### src/rtl/ram_access_arbiter_pkg.sv
// Shared command-RAM definitions: opcodes, widths and arbiter state encoding.
package ram_cmd_pkg;

   localparam int CMD_W  = 10;
   localparam int DATA_W = 8;

   typedef logic [1:0] opcode_t;

   localparam opcode_t OP_WR_ADDR = 2'b00;
   localparam opcode_t OP_WR_DATA = 2'b01;
   localparam opcode_t OP_RD_ADDR = 2'b10;
   localparam opcode_t OP_RD_DATA = 2'b11;

   typedef enum logic [1:0] {
      IDLE    = 2'd0,
      LOCKED  = 2'd1,
      WAIT_RD = 2'd2
   } arb_state_t;

   function automatic opcode_t cmd_op(input logic [CMD_W-1:0] cmd);
      return cmd[CMD_W-1:CMD_W-2];
   endfunction

   // Address opcodes (00, 10) are the only ones that may open a transaction.
   function automatic logic is_addr_op(input logic [CMD_W-1:0] cmd);
      return (cmd_op(cmd) == OP_WR_ADDR) || (cmd_op(cmd) == OP_RD_ADDR);
   endfunction

endpackage

### src/rtl/ram_access_arbiter_if.sv
// Requester, response, RAM and status signals of the command-RAM arbiter.
interface ram_access_arbiter_if;
   import ram_cmd_pkg::*;

   logic              req0_valid;
   logic [CMD_W-1:0]  req0_data;
   logic              req0_ready;
   logic              req1_valid;
   logic [CMD_W-1:0]  req1_data;
   logic              req1_ready;
   logic              rsp0_valid;
   logic              rsp1_valid;
   logic [DATA_W-1:0] rsp_data;
   logic [CMD_W-1:0]  ram_din;
   logic              ram_rx_valid;
   logic [DATA_W-1:0] ram_dout;
   logic              ram_tx_valid;
   logic              busy;
   logic              timeout;

   modport slave (
      input  req0_valid, req0_data, req1_valid, req1_data, ram_dout, ram_tx_valid,
      output req0_ready, req1_ready, rsp0_valid, rsp1_valid, rsp_data,
             ram_din, ram_rx_valid, busy, timeout
   );

   modport master (
      output req0_valid, req0_data, req1_valid, req1_data, ram_dout, ram_tx_valid,
      input  req0_ready, req1_ready, rsp0_valid, rsp1_valid, rsp_data,
             ram_din, ram_rx_valid, busy, timeout
   );

endinterface

### src/rtl/ram_access_arbiter_rr_arbiter2.sv
// Two-way round-robin grant: ptr selects the winner only when both are eligible.
module rr_arbiter2 (
   input  logic [1:0] elig,
   input  logic       ptr,
   output logic [1:0] grant
);

   always_comb begin
      grant    = 2'b00;
      grant[0] = elig[0] & (~elig[1] | ~ptr);
      grant[1] = elig[1] & (~elig[0] |  ptr);
   end

endmodule

### src/rtl/ram_access_arbiter.sv
// Shares the single-port command RAM between two requesters, keeping each
// address/data pair atomic, with lock and read-data timeouts.
//
// state   | meaning
// IDLE    | no owner; address commands compete round-robin, stray data dropped
// LOCKED  | owner holds the RAM between its address and data commands
// WAIT_RD | read-data command forwarded; waiting for ram_tx_valid
module ram_access_arbiter
   import ram_cmd_pkg::*;
#(
   parameter int LOCK_TIMEOUT = 64,
   parameter int RD_TIMEOUT   = 16,
   parameter int TW           = 7
) (
   input  logic                 clk,
   input  logic                 reset,
   ram_access_arbiter_if.slave  bus
);

   localparam logic [TW-1:0] LOCK_LAST = TW'(LOCK_TIMEOUT - 1);
   localparam logic [TW-1:0] RD_LAST   = TW'(RD_TIMEOUT - 1);

   arb_state_t        state, state_nxt;
   logic              owner, owner_nxt;
   logic              rr_ptr, rr_ptr_nxt;
   logic [TW-1:0]     timer, timer_nxt;

   logic [CMD_W-1:0]  ram_din_q, ram_din_nxt;
   logic              ram_rx_valid_q, ram_rx_valid_nxt;
   logic              rsp0_valid_q, rsp0_valid_nxt;
   logic              rsp1_valid_q, rsp1_valid_nxt;
   logic [DATA_W-1:0] rsp_data_q, rsp_data_nxt;
   logic              timeout_q, timeout_nxt;

   logic [1:0]        valid;
   logic [1:0]        addr_elig;
   logic [1:0]        stray;
   logic [1:0]        arb_req;
   logic [1:0]        grant;
   logic [1:0]        ready;
   logic [1:0]        xfer;
   logic [CMD_W-1:0]  win_cmd;
   logic [CMD_W-1:0]  owner_cmd;

   assign valid     = {bus.req1_valid, bus.req0_valid};
   assign addr_elig = valid & {is_addr_op(bus.req1_data), is_addr_op(bus.req0_data)};
   assign stray     = valid & ~addr_elig;
   // Address commands always beat stray data; strays only compete among themselves.
   assign arb_req   = (|addr_elig) ? addr_elig : stray;

   rr_arbiter2 u_rr (
      .elig  (arb_req),
      .ptr   (rr_ptr),
      .grant (grant)
   );

   assign win_cmd   = grant[1] ? bus.req1_data : bus.req0_data;
   assign owner_cmd = owner ? bus.req1_data : bus.req0_data;

   always_comb begin
      ready = 2'b00;
      case (state)
         IDLE:    ready = grant;
         LOCKED:  ready = owner ? 2'b10 : 2'b01;
         default: ready = 2'b00;
      endcase
      if (reset)
         ready = 2'b00;
   end

   assign xfer = valid & ready;

   always_comb begin
      state_nxt        = state;
      owner_nxt        = owner;
      rr_ptr_nxt       = rr_ptr;
      timer_nxt        = timer;
      ram_din_nxt      = ram_din_q;
      ram_rx_valid_nxt = 1'b0;
      rsp0_valid_nxt   = 1'b0;
      rsp1_valid_nxt   = 1'b0;
      rsp_data_nxt     = rsp_data_q;
      timeout_nxt      = 1'b0;

      case (state)
         IDLE: begin
            if (|(xfer & addr_elig)) begin
               owner_nxt        = xfer[1];
               ram_din_nxt      = win_cmd;
               ram_rx_valid_nxt = 1'b1;
               timer_nxt        = '0;
               state_nxt        = LOCKED;
            end
         end

         LOCKED: begin
            if (|xfer) begin
               ram_din_nxt      = owner_cmd;
               ram_rx_valid_nxt = 1'b1;
               case (cmd_op(owner_cmd))
                  OP_WR_DATA: begin
                     state_nxt  = IDLE;
                     rr_ptr_nxt = ~owner;
                  end
                  OP_RD_DATA: begin
                     state_nxt = WAIT_RD;
                     timer_nxt = '0;
                  end
                  default: timer_nxt = '0;
               endcase
            end else if (timer == LOCK_LAST) begin
               timeout_nxt = 1'b1;
               state_nxt   = IDLE;
               rr_ptr_nxt  = ~owner;
            end else begin
               timer_nxt = timer + 1'b1;
            end
         end

         WAIT_RD: begin
            // Data arriving on the expiry cycle still counts as a good read.
            if (bus.ram_tx_valid) begin
               rsp_data_nxt   = bus.ram_dout;
               rsp0_valid_nxt = ~owner;
               rsp1_valid_nxt = owner;
               state_nxt      = IDLE;
               rr_ptr_nxt     = ~owner;
            end else if (timer == RD_LAST) begin
               timeout_nxt = 1'b1;
               state_nxt   = IDLE;
               rr_ptr_nxt  = ~owner;
            end else begin
               timer_nxt = timer + 1'b1;
            end
         end

         default: state_nxt = IDLE;
      endcase
   end

   always_ff @(posedge clk) begin
      if (reset) begin
         state          <= IDLE;
         owner          <= 1'b0;
         rr_ptr         <= 1'b0;
         timer          <= '0;
         ram_din_q      <= '0;
         ram_rx_valid_q <= 1'b0;
         rsp0_valid_q   <= 1'b0;
         rsp1_valid_q   <= 1'b0;
         rsp_data_q     <= '0;
         timeout_q      <= 1'b0;
      end else begin
         state          <= state_nxt;
         owner          <= owner_nxt;
         rr_ptr         <= rr_ptr_nxt;
         timer          <= timer_nxt;
         ram_din_q      <= ram_din_nxt;
         ram_rx_valid_q <= ram_rx_valid_nxt;
         rsp0_valid_q   <= rsp0_valid_nxt;
         rsp1_valid_q   <= rsp1_valid_nxt;
         rsp_data_q     <= rsp_data_nxt;
         timeout_q      <= timeout_nxt;
      end
   end

   assign bus.req0_ready   = ready[0];
   assign bus.req1_ready   = ready[1];
   assign bus.ram_din      = ram_din_q;
   assign bus.ram_rx_valid = ram_rx_valid_q;
   assign bus.rsp0_valid   = rsp0_valid_q;
   assign bus.rsp1_valid   = rsp1_valid_q;
   assign bus.rsp_data     = rsp_data_q;
   assign bus.timeout      = timeout_q;
   assign bus.busy         = (state != IDLE);

endmodule
### src/flat_wrapper.sv
// flat-port wrapper written by rule: the top's interface ports become plain ports
module ram_access_arbiter_flat import ram_cmd_pkg::*;
#(
   parameter int LOCK_TIMEOUT = 64,
   parameter int RD_TIMEOUT   = 16,
   parameter int TW           = 7
)
  (clk, reset, bus_req0_valid, bus_req0_data, bus_req1_valid, bus_req1_data, bus_ram_dout, bus_ram_tx_valid, bus_req0_ready, bus_req1_ready, bus_rsp0_valid, bus_rsp1_valid, bus_rsp_data, bus_ram_din, bus_ram_rx_valid, bus_busy, bus_timeout);
  ram_access_arbiter_if bus_i ();
  input  logic clk;
  input  logic reset;
  input wire logic [$bits(bus_i.req0_valid)-1:0] bus_req0_valid;
  input wire logic [$bits(bus_i.req0_data)-1:0] bus_req0_data;
  input wire logic [$bits(bus_i.req1_valid)-1:0] bus_req1_valid;
  input wire logic [$bits(bus_i.req1_data)-1:0] bus_req1_data;
  input wire logic [$bits(bus_i.ram_dout)-1:0] bus_ram_dout;
  input wire logic [$bits(bus_i.ram_tx_valid)-1:0] bus_ram_tx_valid;
  output wire logic [$bits(bus_i.req0_ready)-1:0] bus_req0_ready;
  output wire logic [$bits(bus_i.req1_ready)-1:0] bus_req1_ready;
  output wire logic [$bits(bus_i.rsp0_valid)-1:0] bus_rsp0_valid;
  output wire logic [$bits(bus_i.rsp1_valid)-1:0] bus_rsp1_valid;
  output wire logic [$bits(bus_i.rsp_data)-1:0] bus_rsp_data;
  output wire logic [$bits(bus_i.ram_din)-1:0] bus_ram_din;
  output wire logic [$bits(bus_i.ram_rx_valid)-1:0] bus_ram_rx_valid;
  output wire logic [$bits(bus_i.busy)-1:0] bus_busy;
  output wire logic [$bits(bus_i.timeout)-1:0] bus_timeout;
  assign bus_i.req0_valid = bus_req0_valid;
  assign bus_i.req0_data = bus_req0_data;
  assign bus_i.req1_valid = bus_req1_valid;
  assign bus_i.req1_data = bus_req1_data;
  assign bus_i.ram_dout = bus_ram_dout;
  assign bus_i.ram_tx_valid = bus_ram_tx_valid;
  assign bus_req0_ready = bus_i.req0_ready;
  assign bus_req1_ready = bus_i.req1_ready;
  assign bus_rsp0_valid = bus_i.rsp0_valid;
  assign bus_rsp1_valid = bus_i.rsp1_valid;
  assign bus_rsp_data = bus_i.rsp_data;
  assign bus_ram_din = bus_i.ram_din;
  assign bus_ram_rx_valid = bus_i.ram_rx_valid;
  assign bus_busy = bus_i.busy;
  assign bus_timeout = bus_i.timeout;
  ram_access_arbiter #(.LOCK_TIMEOUT(LOCK_TIMEOUT), .RD_TIMEOUT(RD_TIMEOUT), .TW(TW)) u_core (.clk(clk), .reset(reset), .bus(bus_i));
endmodule
### config.mk
export PLATFORM = sky130hd
export DESIGN_NAME = ram_access_arbiter_flat
export DESIGN_NICKNAME = d
export VERILOG_FILES = /design/src/rtl/ram_access_arbiter_pkg.sv /design/src/rtl/ram_access_arbiter_if.sv /design/src/rtl/ram_access_arbiter_rr_arbiter2.sv /design/src/rtl/ram_access_arbiter.sv /design/src/flat_wrapper.sv
export SDC_FILE = /design/constraint.sdc
export NUM_CORES = 1
export LEC_CHECK = 0
export BUFFER_PORTS_ARGS = -buffer_cell sky130_fd_sc_hd__buf_4
export CORE_MARGIN = 2
export CORE_UTILIZATION = 25
export CTS_CLUSTER_DIAMETER = 200
export DETAILED_ROUTE_END_ITERATION = 8
export PLACE_DENSITY = 0.45
export SYNTH_ARGS = -nofsm -noshare
export SYNTH_HDL_FRONTEND = slang
export SYNTH_SLANG_ARGS = --single-unit
export TNS_END_PERCENT = 50
### constraint.sdc
create_clock -name clk -period 4.7 [get_ports clk]
set_clock_uncertainty 0.05 [all_clocks]
set_input_delay 0.47 -clock clk [delete_from_list [all_inputs] [get_ports clk]]
set_output_delay 0.47 -clock clk [all_outputs]
set_load 0.02 [all_outputs]
==> results of run 1 <==
## tightest hold or removal path, delay by kind of cell
kind	cells	cell delay, ns
buffers and inverters	1	0.11
AOI/OAI and AO/OA	1	0.05
and+or+nand+nor	1	0.05
## logic make-up after synthesis
group	Yosys count
AO/OA/AOI/OAI	65
adder cells (fa/ha/maj)	5
buffers and inverters	26
flip-flops	33
multiplexers	11
AND/OR/NAND/NOR	81
## state kept, by name, indices dropped and copies added (netlist names)
name	flops
u_core.bus.ram_din	10
u_core.bus.ram_rx_valid	1
u_core.bus.rsp0_valid	1
u_core.bus.rsp1_valid	1
u_core.bus.rsp_data	8
u_core.bus.timeout	1
u_core.owner	1
u_core.rr_ptr	1
u_core.state	2
u_core.timer	7
## metrics by stage
step / setup slack (ns) / instances / utilization [%]
3_3_place_gp: 1.84 / 365 / 32.4
5_1_grt: 1.63 / 373 / 34.3
6_report: 1.75 / 373 / 34.3
2_1_floorplan: 2.10 / 221 / -
3_5_place_dp: 1.78 / 365 / 32.4
4_1_cts: 1.74 / 373 / 34.3
## routing by layer
metal  wire length (µm)  part of all wire, %
met3                261                  5.4
met1               2290                   48
met4                 95                  2.0
met5                  0                    0
met2               2170                   45
## cell usage after synthesis (2+ instances only)
cell      instances
nand2_1          23
or4_1             2
a31oi_1           4
o221ai_1          2
mux2i_1          10
nor2_1           17
buf_2             3
inv_1            13
and3_1            3
nor3b_1           3
o211ai_1          4
nor3_1            2
and2_1            2
a21o_1            2
or3_1             4
o21ai_0           9
clkbuf_1          7
buf_6             2
nor2b_1           5
a21oi_1          15
a211oi_1         11
dfxtp_1          33
nand2b_1          2
nand3_1          13
o31ai_1           5
ha_1              5
## area by class of cell
type                            instances  area, µm²
Inverter                               13       48.8
Multi-Input combinational cell        162       1060
Tap cell                               99        124
Clock buffer                            5       68.8
Fill cell                             773       4720
Sequential cell                        33        661
Timing Repair Buffer                   58        435
Clock inverter                          3       65.1
## final timing paths
| kind | slack, ns | depth (start not counted) | end | from |
|---|---|---|---|---|
| setup / recovery | 1.75 | 9 | u_core.timer[5]$_SDFFE_PP0P_ | u_core.state[0]$_SDFFE_PP0P_ |
| setup reg to reg | 1.75 | 9 | u_core.timer[5]$_SDFFE_PP0P_ | u_core.state[0]$_SDFFE_PP0P_ |
| hold reg to reg | 0.40 | 2 | u_core.bus.rsp_data[7]$_SDFFE_PP0P_ | u_core.bus.rsp_data[7]$_SDFFE_PP0P_ |
| hold / removal | 0.39 | 3 | u_core.bus.rsp_data[1]$_SDFFE_PP0P_ | bus_ram_dout[1] |
## power by group through the flow
stage / combinational (mW) / sequential (mW) / clock (mW)
floorplan: 0.243 / 0.401 / 0
global placement: 0.430 / 0.364 / 0
detailed placement: 0.429 / 0.365 / 0
CTS: 0.430 / 0.358 / 0.329
global route: 0.467 / 0.362 / 0.341
finish: 0.424 / 0.358 / 0.322
## placed cells by master, fill, tap and decap left out, types with 2 or more instances in the layout
cell type / n
buf_4: 58
dfxtp_1: 33
nand2_1: 23
nor2_1: 17
a21oi_1: 15
inv_1: 13
nand3_1: 13
a211oi_1: 11
mux2i_1: 10
o21ai_0: 9
nor2b_1: 5
o31ai_1: 5
ha_1: 5
clkbuf_8: 5
a31oi_1: 4
or3_1: 4
o211ai_1: 4
and3_1: 3
nor3b_1: 3
nand2b_1: 2
and2_1: 2
or4_1: 2
a21o_1: 2
nor3_1: 2
o221ai_1: 2
bufinv_16: 2
==> impl_metrics.yaml, run 1 <==
clock_network:
  clk_pin_slew_ns: 0.08
  cts_hold_buf: 0
  cts_tree: "done"
  clk_latency_ns: 0.29
  post_cts_buffers: 0
  clockBufferDepth: 2
  ctsResizeCount: 0
  numCtsBuffers: 5
  cts.sinks: 33
  htree_levels: 2
  cts_root_buf: "clkbuf_8"
drt:
  viasPerCell: 4.74
  vias: 1769
  drc: 0
  wire_per_inst_um: 12.9
  wirelength_um: 4820
  drtIter0Drc: 79
  drt_pass1_iterations: 4
  ant_nets: 0
floorplan:
  die_x_um: 89.6
  core-area_um2: 7180
  start_util_pct: 25.5
  dieArea_um2: 8030
  die-height_um: 89.6
  rows: 31
  ios: 58
yosys:
  syn_nets: 259
  synth-seq-cells: 33
  synthFlopType: "dfxtp_1"
  synth_edf_count: 0
  synth_top_family_by_area: "compound AO/OA/AOI/OAI gates"
  async_flop_share_pct: 0
  synth-seq-area-share_pct: 36.0
  synth.avg_cell_area_um2: 8.29
  synth-warning-count: 0
  synthAdderAreaFrac_pct: 3.41
  synth-simple-area-share_pct: 22.4
  synth_compound_area_share_pct: 25.7
  synth_area_leaders: "dfxtp_1 36%, mux2i_1 5.5%, nand2_1 4.7%"
  yosys.area_share.xor_xnor_pct: 0
  synth_cells: 221
  synth_top_cell_by_area: "dfxtp_1"
  ys_types: 46
  synthMuxAreaShare_pct: 6.08
  syn_area_um2: 1830
  synth_top_area_share_pct: 36.0
worst_setup_path:
  cpMaxStageDelayCell: "or4_1"
  cp.required_ns: 4.85
  crit_chain: "inv_1 > ha_1 > nand2_1 > or3_4 > a311oi_2 > o211ai_1 > or4_1 > or3_1 > o221ai_1"
  path_max_fanout: 10
  crit_family: "simple AND/OR/NAND/NOR gates"
  crit_arrival_ns: 3.10
  worstSetupStartpointType: "flip-flop"
  end_kind: "flip-flop"
  path_class: "flip-flop to flip-flop"
  critical_path_buf_inv_count: 1
  slowest_delay_ns: 0.60
global_routing:
  grt_pass1_vias: 1560
  antenna_found_initial: 0
  grt_start_max_net_pins: 32
  overflow: 0
  grt_pass1_wl_um: 7530
  grt.met2_usage_pct: 18.6
  use_met3_pct: 2.65
  grt_usage_pct: 12.1
  busiest_layer: "met2"
  use_met1_pct: 16.6
timing:
  finalCriticalPeriod_ns: 2.95
  tightest_slew_ns: 0.657
  drv_slew: 0
  tns_ns: 0
  whs_ns: 0.393
  period_share_pct: 62.7
  setup_viol_count_final: 0
  max_freq_ghz: 0.340
  maxSlewHeadroom_pct: 56.2
  grt_setup_unrepaired: "no"
  final_hold_viol_count: 0
layout:
  n_antenna_cell: 0
  syn2layout_area_growth_pct: 34.1
  finish.instance_area_um2: 2460
  drive_gt1_share_pct: 26.6
  nNetsFinal: 311
flow_run:
  drv_cap: 0
status:
  status: "complete, no violations"
power:
  fin_total_pwr_mw: 1.10
  peakVddDrop_mv: 0.172
  power_density_nw_per_um2: 449
  p_clk_share_pct: 29.1
  p_switching_mw: 0.386
  p_seq_share_pct: 32.4
  swShare_pct: 35.0
  p_leak_nw: 1.05
  internal-power_mw: 0.717
  p_comb_share_pct: 38.5
min_path:
  hold_class: "input pin to flip-flop"
place:
  place_area_um2: 2320
  place_congestion: 0.786
  dp_hpwl_um: 3610
  port_buffers: 57
Power figures use the tool's default switching activity.
==> run 2, diff against run 1 <==
==> constraint.sdc (replaced) <==
create_clock -name clk -period 2.9 [get_ports clk]
set_clock_uncertainty 0.05 [all_clocks]
set_input_delay 0.29 -clock clk [delete_from_list [all_inputs] [get_ports clk]]
set_output_delay 0.29 -clock clk [all_outputs]
set_load 0.02 [all_outputs]
==> run 2 against run 1 <==
  * Non-clock buffer count rose by 8
  * Fmax rose by 11%
  * First-iteration DRC count fell by 25%
  * Sequential share of layout area fell by 0.20 points
  * Highest routed layer unchanged
  * Final area rose by 0.76%
  * Clock-buffer cell count did not move
  * Worst hold slack got worse by 0.19 ns
==> impl_metrics.yaml, run 2 (same netlist as run 1, synthesis figures left out) <==
worst_setup_path:
  rr_endpoint: "u_core.timer[2]$_SDFFE_PP0P_"
  worstSetupStartpointType: "flip-flop"
  path_max_fanout: 8
  ff2ff_setup_slack_ns: 0.24
  path_class: "flip-flop to flip-flop"
  cp.required_ns: 3.09
  end_kind: "flip-flop"
  r2r_cells: 10
  r2r_start: "u_core.state[0]$_SDFFE_PP0P_"
  crit_arrival_ns: 2.85
power:
  p_seq_share_pct: 34.9
  p_switching_mw: 0.631
  swShare_pct: 38.4
  power_density_nw_per_um2: 663
  p_leak_nw: 1.06
  peakVddDrop_mv: 0.248
  p_comb_share_pct: 43.7
  p_clk_share_pct: 21.4
  internal-power_mw: 1.01
place:
  dp_hpwl_um: 3670
  place_congestion: 0.805
  port_buffers: 57
  post-place-ws_ns: 0.109
timing:
  period_share_pct: 91.6
  final_hold_viol_count: 0
  maxSlewHeadroom_pct: 57.5
  timing.final.ws_setup_ns: 0.245
  tightest_slew_ns: 0.638
  finalCriticalPeriod_ns: 2.66
  drv_slew: 0
  tns_ns: 0
  max_freq_ghz: 0.377
  setup_viol_count_final: 0
  grt_setup_unrepaired: "no"
layout:
  final_common_cell: "buf_4"
  drive_gt1_share_pct: 29.4
  final_cell_mix: "66 x buf_4, 33 x dfxtp_1, 23 x nand2_1, 17 x nor2_1, 15 x a21oi_1"
  n_antenna_cell: 0
  largest_reg_flops: 10
  nNetsFinal: 319
  syn2layout_area_growth_pct: 35.2
flow_run:
  drv_cap: 0
clock_network:
  htree_levels: 2
  clk_latency_ns: 0.29
  clk_pin_slew_ns: 0.07
  cts.sinks: 33
  cts_tree: "done"
  ctsResizeCount: 0
  post_cts_buffers: 0
  cts_root_buf: "clkbuf_8"
  clockBufferDepth: 2
  numCtsBuffers: 5
  cts_hold_buf: 0
min_path:
  hold_depth: 3
  hold_class: "input pin to flip-flop"
  min_from: "bus_ram_dout[1]"
  whs_endpoint: "u_core.bus.rsp_data[1]$_SDFFE_PP0P_"
drt:
  wire_per_inst_um: 12.7
  drt_pass1_iterations: 4
  wirelength_um: 4820
  drtIter0Drc: 59
  drc: 0
  viasPerCell: 4.77
  ant_nets: 0
  vias: 1816
floorplan:
  die-height_um: 89.6
  start_util_pct: 25.5
  core-area_um2: 7180
  dieArea_um2: 8030
  die_x_um: 89.6
  rows: 31
  ios: 58
global_routing:
  grt_usage_pct: 12.1
  grt_pass1_wl_um: 7560
  overflow: 0
  antenna_found_initial: 0
  grt_pass1_vias: 1612
  grt_start_max_net_pins: 21
status:
  status: "complete, no violations"
[run 2: through the flow]
step	cells	total power, mW	hold WS, ns	utilization [%]	area, µm²
6_report	381	1.64	0.205	34.5	2480
4_1_cts	381	1.66	0.200	34.4	2470
3_3_place_gp	373	1.31	0.395	33.2	2380
2_1_floorplan	221	1.04	0.388	-	1830
5_1_grt	381	1.76	0.211	34.5	2480
3_5_place_dp	373	1.30	0.398	33.2	2380
[run 2: routing by layer]
layer  wire length, µm  vias up  part of all wire, %  GRT usage [%]
met4                77        0                  1.6           4.48
met1              2230      844                   46           15.3
li1                  -      925                    -              -
met5                 0        -                    0              0
met3               227        6                  4.7           2.65
met2              2280       41                   47           20.1
[run 2: worst max path at each step]
stage                                       startpoint                      endpoint  slack [ns]
after detailed placement  u_core.state[0]$_SDFFE_PP0P_  u_core.timer[2]$_SDFFE_PP0P_        0.11
after global placement    u_core.state[0]$_SDFFE_PP0P_  u_core.timer[2]$_SDFFE_PP0P_        0.14
after floorplan           u_core.state[0]$_SDFFE_PP0P_  u_core.timer[5]$_SDFFE_PP0P_        0.31
after CTS                 u_core.state[0]$_SDFFE_PP0P_  u_core.timer[2]$_SDFFE_PP0P_        0.07
final                     u_core.state[0]$_SDFFE_PP0P_  u_core.timer[2]$_SDFFE_PP0P_        0.24
after global routing      u_core.state[1]$_SDFFE_PP0P_  u_core.timer[2]$_SDFFE_PP0P_        0.05
[run 2: worst max-delay path, cell delays in order (launching register included)]
cell	delay (ns)
dfxtp_1	0.34
inv_1	0.09
ha_2	0.25
nand2_1	0.10
o311ai_2	0.34
nand2_1	0.16
and4_4	0.23
or4_4	0.57
buf_4	0.17
o21ai_0	0.17
a21o_1	0.13
[run 2: final cells by class]
cell class | instances | area (µm²)
inverters | 13 | 48.8
flip-flops and latches | 33 | 661
clock inverters | 3 | 17.5
multi-input cells | 162 | 1060
clock buffers | 5 | 68.8
fillers | 756 | 4700
repair buffers | 66 | 495
well taps | 99 | 124
[run 2: power groups by stage]
stage               Sequential (mW)  Clock [mW]  Combinational, mW
finish                        0.574       0.351              0.717
detailed placement            0.585           0              0.719
global route                  0.585       0.378              0.797
global placement              0.581           0              0.729
CTS                           0.576       0.366              0.721
floorplan                     0.650           0              0.393
==> run 3, diff against run 2 <==
--- a/config.mk
+++ b/config.mk
@@ -10,8 +10,10 @@
 export CORE_UTILIZATION = 25
 export CTS_CLUSTER_DIAMETER = 200
 export DETAILED_ROUTE_END_ITERATION = 8
+export GPL_ROUTABILITY_DRIVEN = 0
 export PLACE_DENSITY = 0.45
 export SYNTH_ARGS = -nofsm -noshare
 export SYNTH_HDL_FRONTEND = slang
+export SYNTH_HIERARCHICAL = 1
 export SYNTH_SLANG_ARGS = --single-unit
 export TNS_END_PERCENT = 50
==> run 3 against run 2 <==
  * Routed wire length grew 6.9%
  * Power decreased by 2.4%
  * Clock-buffer cell count is the same
  * Combinational power decreased by 4.3%
  * Clock power is 4% lower
  * Global-route usage up 0.42 points
  * Worst hold slack better by 0.0095 ns
  * Synthesized cell count decreased by 6.8%
  * Largest power group unchanged
  * Utilization is 0.39 points lower
  * Register-to-register slack gained 0.13 ns
==> impl_metrics.yaml, run 3 <==
status:
  status: "complete, no violations"
yosys:
  ys_types: 48
  synth_common_cells: "33 x dfxtp_1, 19 x nand2_1, 15 x mux2i_1, 15 x nor2_1, 14 x a21oi_1"
  async_flop_share_pct: 0
  synth_area_leaders: "dfxtp_1 35%, mux2i_1 7.9%, a211oi_2 7.2%"
  synth-warning-count: 6
  yosys.cell_count.top_type: "dfxtp_1"
  synth_top_cell_by_area: "dfxtp_1"
  synth-seq-area-share_pct: 34.6
  synth_cells: 206
  synth-simple-area-share_pct: 18.2
  synthAdderAreaFrac_pct: 3.94
  synth_top_family_by_area: "compound AO/OA/AOI/OAI gates"
  synth-seq-cells: 33
  synth_edf_count: 0
  yosys.area_share.xor_xnor_pct: 0
  syn_area_um2: 1910
  synth.avg_cell_area_um2: 9.26
  synthMuxAreaShare_pct: 7.87
  syn_nets: 245
  synth_top_area_share_pct: 34.6
  synth_compound_area_share_pct: 29.0
  synthFlopType: "dfxtp_1"
timing:
  tns_ns: 0
  timing.final.ws_setup_ns: 0.375
  grt_setup_unrepaired: "no"
  period_share_pct: 87.1
  finalCriticalPeriod_ns: 2.53
  maxSlewHeadroom_pct: 59.3
  setup_viol_count_final: 0
  max_freq_ghz: 0.396
  drv_slew: 0
  final_hold_viol_count: 0
  tightest_slew_ns: 0.609
power:
  peakVddDrop_mv: 0.153
  power_density_nw_per_um2: 641
  fin_total_pwr_mw: 1.60
  p_leak_nw: 1.05
min_path:
  hold_class: "input pin to flip-flop"
  hold_depth: 3
  min_from: "bus_ram_dout[1]"
  whs_endpoint: "u_core/bus.rsp_data[1]$_SDFFE_PP0P_"
worst_setup_path:
  critical_path_buf_inv_count: 2
  end_kind: "flip-flop"
  path_class: "flip-flop to flip-flop"
  r2r_start: "u_core/state[1]$_SDFFE_PP0P_"
  crit_family: "compound AO/OA/AOI/OAI gates"
  cpMaxStageDelayCell: "o41a_2"
  r2r_cells: 9
  crit_chain: "inv_1 > ha_1 > nor2_2 > o21a_4 > o41a_2 > a211oi_2 > buf_4 > nor2_1 > a211oi_2"
  cpMostUsedCell: "a211oi_2"
  crit_arrival_ns: 2.68
  worstSetupStartpointType: "flip-flop"
  ff2ff_setup_slack_ns: 0.37
  rr_endpoint: "u_core/bus.ram_din[8]$_SDFFE_PP0P_"
  cp.required_ns: 3.05
  slowest_delay_ns: 0.40
  path_max_fanout: 20
floorplan:
  ios: 58
  core-area_um2: 7330
  start_util_pct: 26.0
  rows: 31
  die_x_um: 91.3
  dieArea_um2: 8340
  die-height_um: 91.3
layout:
  n_antenna_cell: 0
  fillers: 778
  largest_reg_flops: 10
  post-route-util_pct: 34.1
  drive_gt1_share_pct: 35.5
  nNetsFinal: 303
  finish.instance_area_um2: 2500
  syn2layout_area_growth_pct: 31.2
  final_cell_mix: "63 x buf_4, 33 x dfxtp_1, 19 x nand2_1, 15 x nor2_1, 15 x mux2i_1"
  final_common_cell: "buf_4"
clock_network:
  htree_levels: 2
  post_cts_buffers: 0
  clk_pin_slew_ns: 0.07
  cts_tree: "done"
  clockBufferDepth: 2
  ctsResizeCount: 0
  cts.sinks: 33
  clk_latency_ns: 0.28
  cts_root_buf: "clkbuf_8"
  cts_hold_buf: 0
  numCtsBuffers: 5
place:
  place_area_um2: 2420
  post-place-ws_ns: 0.380
  port_buffers: 57
  dp_hpwl_um: 3830
drt:
  viasPerCell: 4.74
  drt_pass1_iterations: 4
  ant_nets: 0
  wirelength_um: 5150
  drc: 0
  drtIter0Drc: 86
  wire_per_inst_um: 14.2
  vias: 1725
global_routing:
  grt_start_max_net_pins: 30
  grt_usage_pct: 12.5
  overflow: 0
  grt_pass1_vias: 1718
  grt_pass1_wl_um: 8500
  antenna_found_initial: 0
flow_run:
  drv_cap: 0
[run 3: cell count changes after synthesis, moves of 5 or more]
cell      previous run  this run
clkbuf_1             7         2
mux2i_1             10        15
a211oi_2             0        11
a211oi_1            11         0
[run 3: report_power, final]
part / switching, mW / internal [mW]
clock: 0.172 / 0.165
sequential: 0.0436 / 0.536
combinational: 0.391 / 0.296
total: 0.607 / 0.997
[run 3: worst max-delay path by stage]
stage	startpoint	endpoint	depth (start not counted)
after floorplan	u_core/state[0]$_SDFFE_PP0P_	u_core/timer[0]$_SDFFE_PP0P_	9
after global placement	bus_req1_valid	u_core/bus.ram_din[4]$_SDFFE_PP0P_	11
after detailed placement	bus_req1_valid	u_core/bus.ram_din[8]$_SDFFE_PP0P_	11
after CTS	u_core/state[1]$_SDFFE_PP0P_	u_core/bus.ram_din[8]$_SDFFE_PP0P_	9
after global routing	u_core/state[0]$_SDFFE_PP0P_	u_core/timer[6]$_SDFFE_PP0P_	8
final	u_core/state[1]$_SDFFE_PP0P_	u_core/bus.ram_din[8]$_SDFFE_PP0P_	9
[run 3: layer usage]
| layer | routed length (µm) | track usage [%] |
|---|---|---|
| met5 | 0 | 0 |
| met4 | 41 | 3.41 |
| met3 | 187 | 2.82 |
| met2 | 2410 | 20.2 |
| met1 | 2520 | 16.8 |
[run 3: worst register-to-register path, delay by kind of cell (launching register included)]
family | cells | cell delay [ns]
and+or+nand+nor | 2 | 0.20
AOI/OAI and AO/OA | 4 | 1.09
buffers and inverters | 2 | 0.42
DFF | 1 | 0.33
adders and majority gates | 1 | 0.36
[run 3: metrics by stage]
| step | hold slack [ns] | std cells |
|---|---|---|
| after floorplan | 0.385 | 206 |
| after global placement | 0.396 | 356 |
| after detailed placement | 0.397 | 356 |
| after CTS | 0.204 | 364 |
| after global routing | 0.201 | 364 |
| final | 0.215 | 364 |
[run 3: cell type report]
| cell class | count | area, µm² | area share (%) |
|---|---|---|---|
| flip-flops and latches | 33 | 661 | 26.4 |
| clock inverters | 3 | 17.5 | 0.700 |
| well taps | 99 | 124 | 4.95 |
| clock buffers | 5 | 68.8 | 2.75 |
| repair buffers | 63 | 473 | 18.9 |
| inverters | 9 | 33.8 | 1.35 |
| multi-input cells | 152 | 1120 | 45.0 |
[run 3: kinds of logic after synthesis]
| logic type | Yosys count |
|---|---|
| AND/OR/NAND/NOR | 68 |
| multiplexers | 15 |
| buffers and inverters | 21 |
| adder cells (fa/ha/maj) | 6 |
| flip-flops | 33 |
| AO/OA/AOI/OAI | 63 |
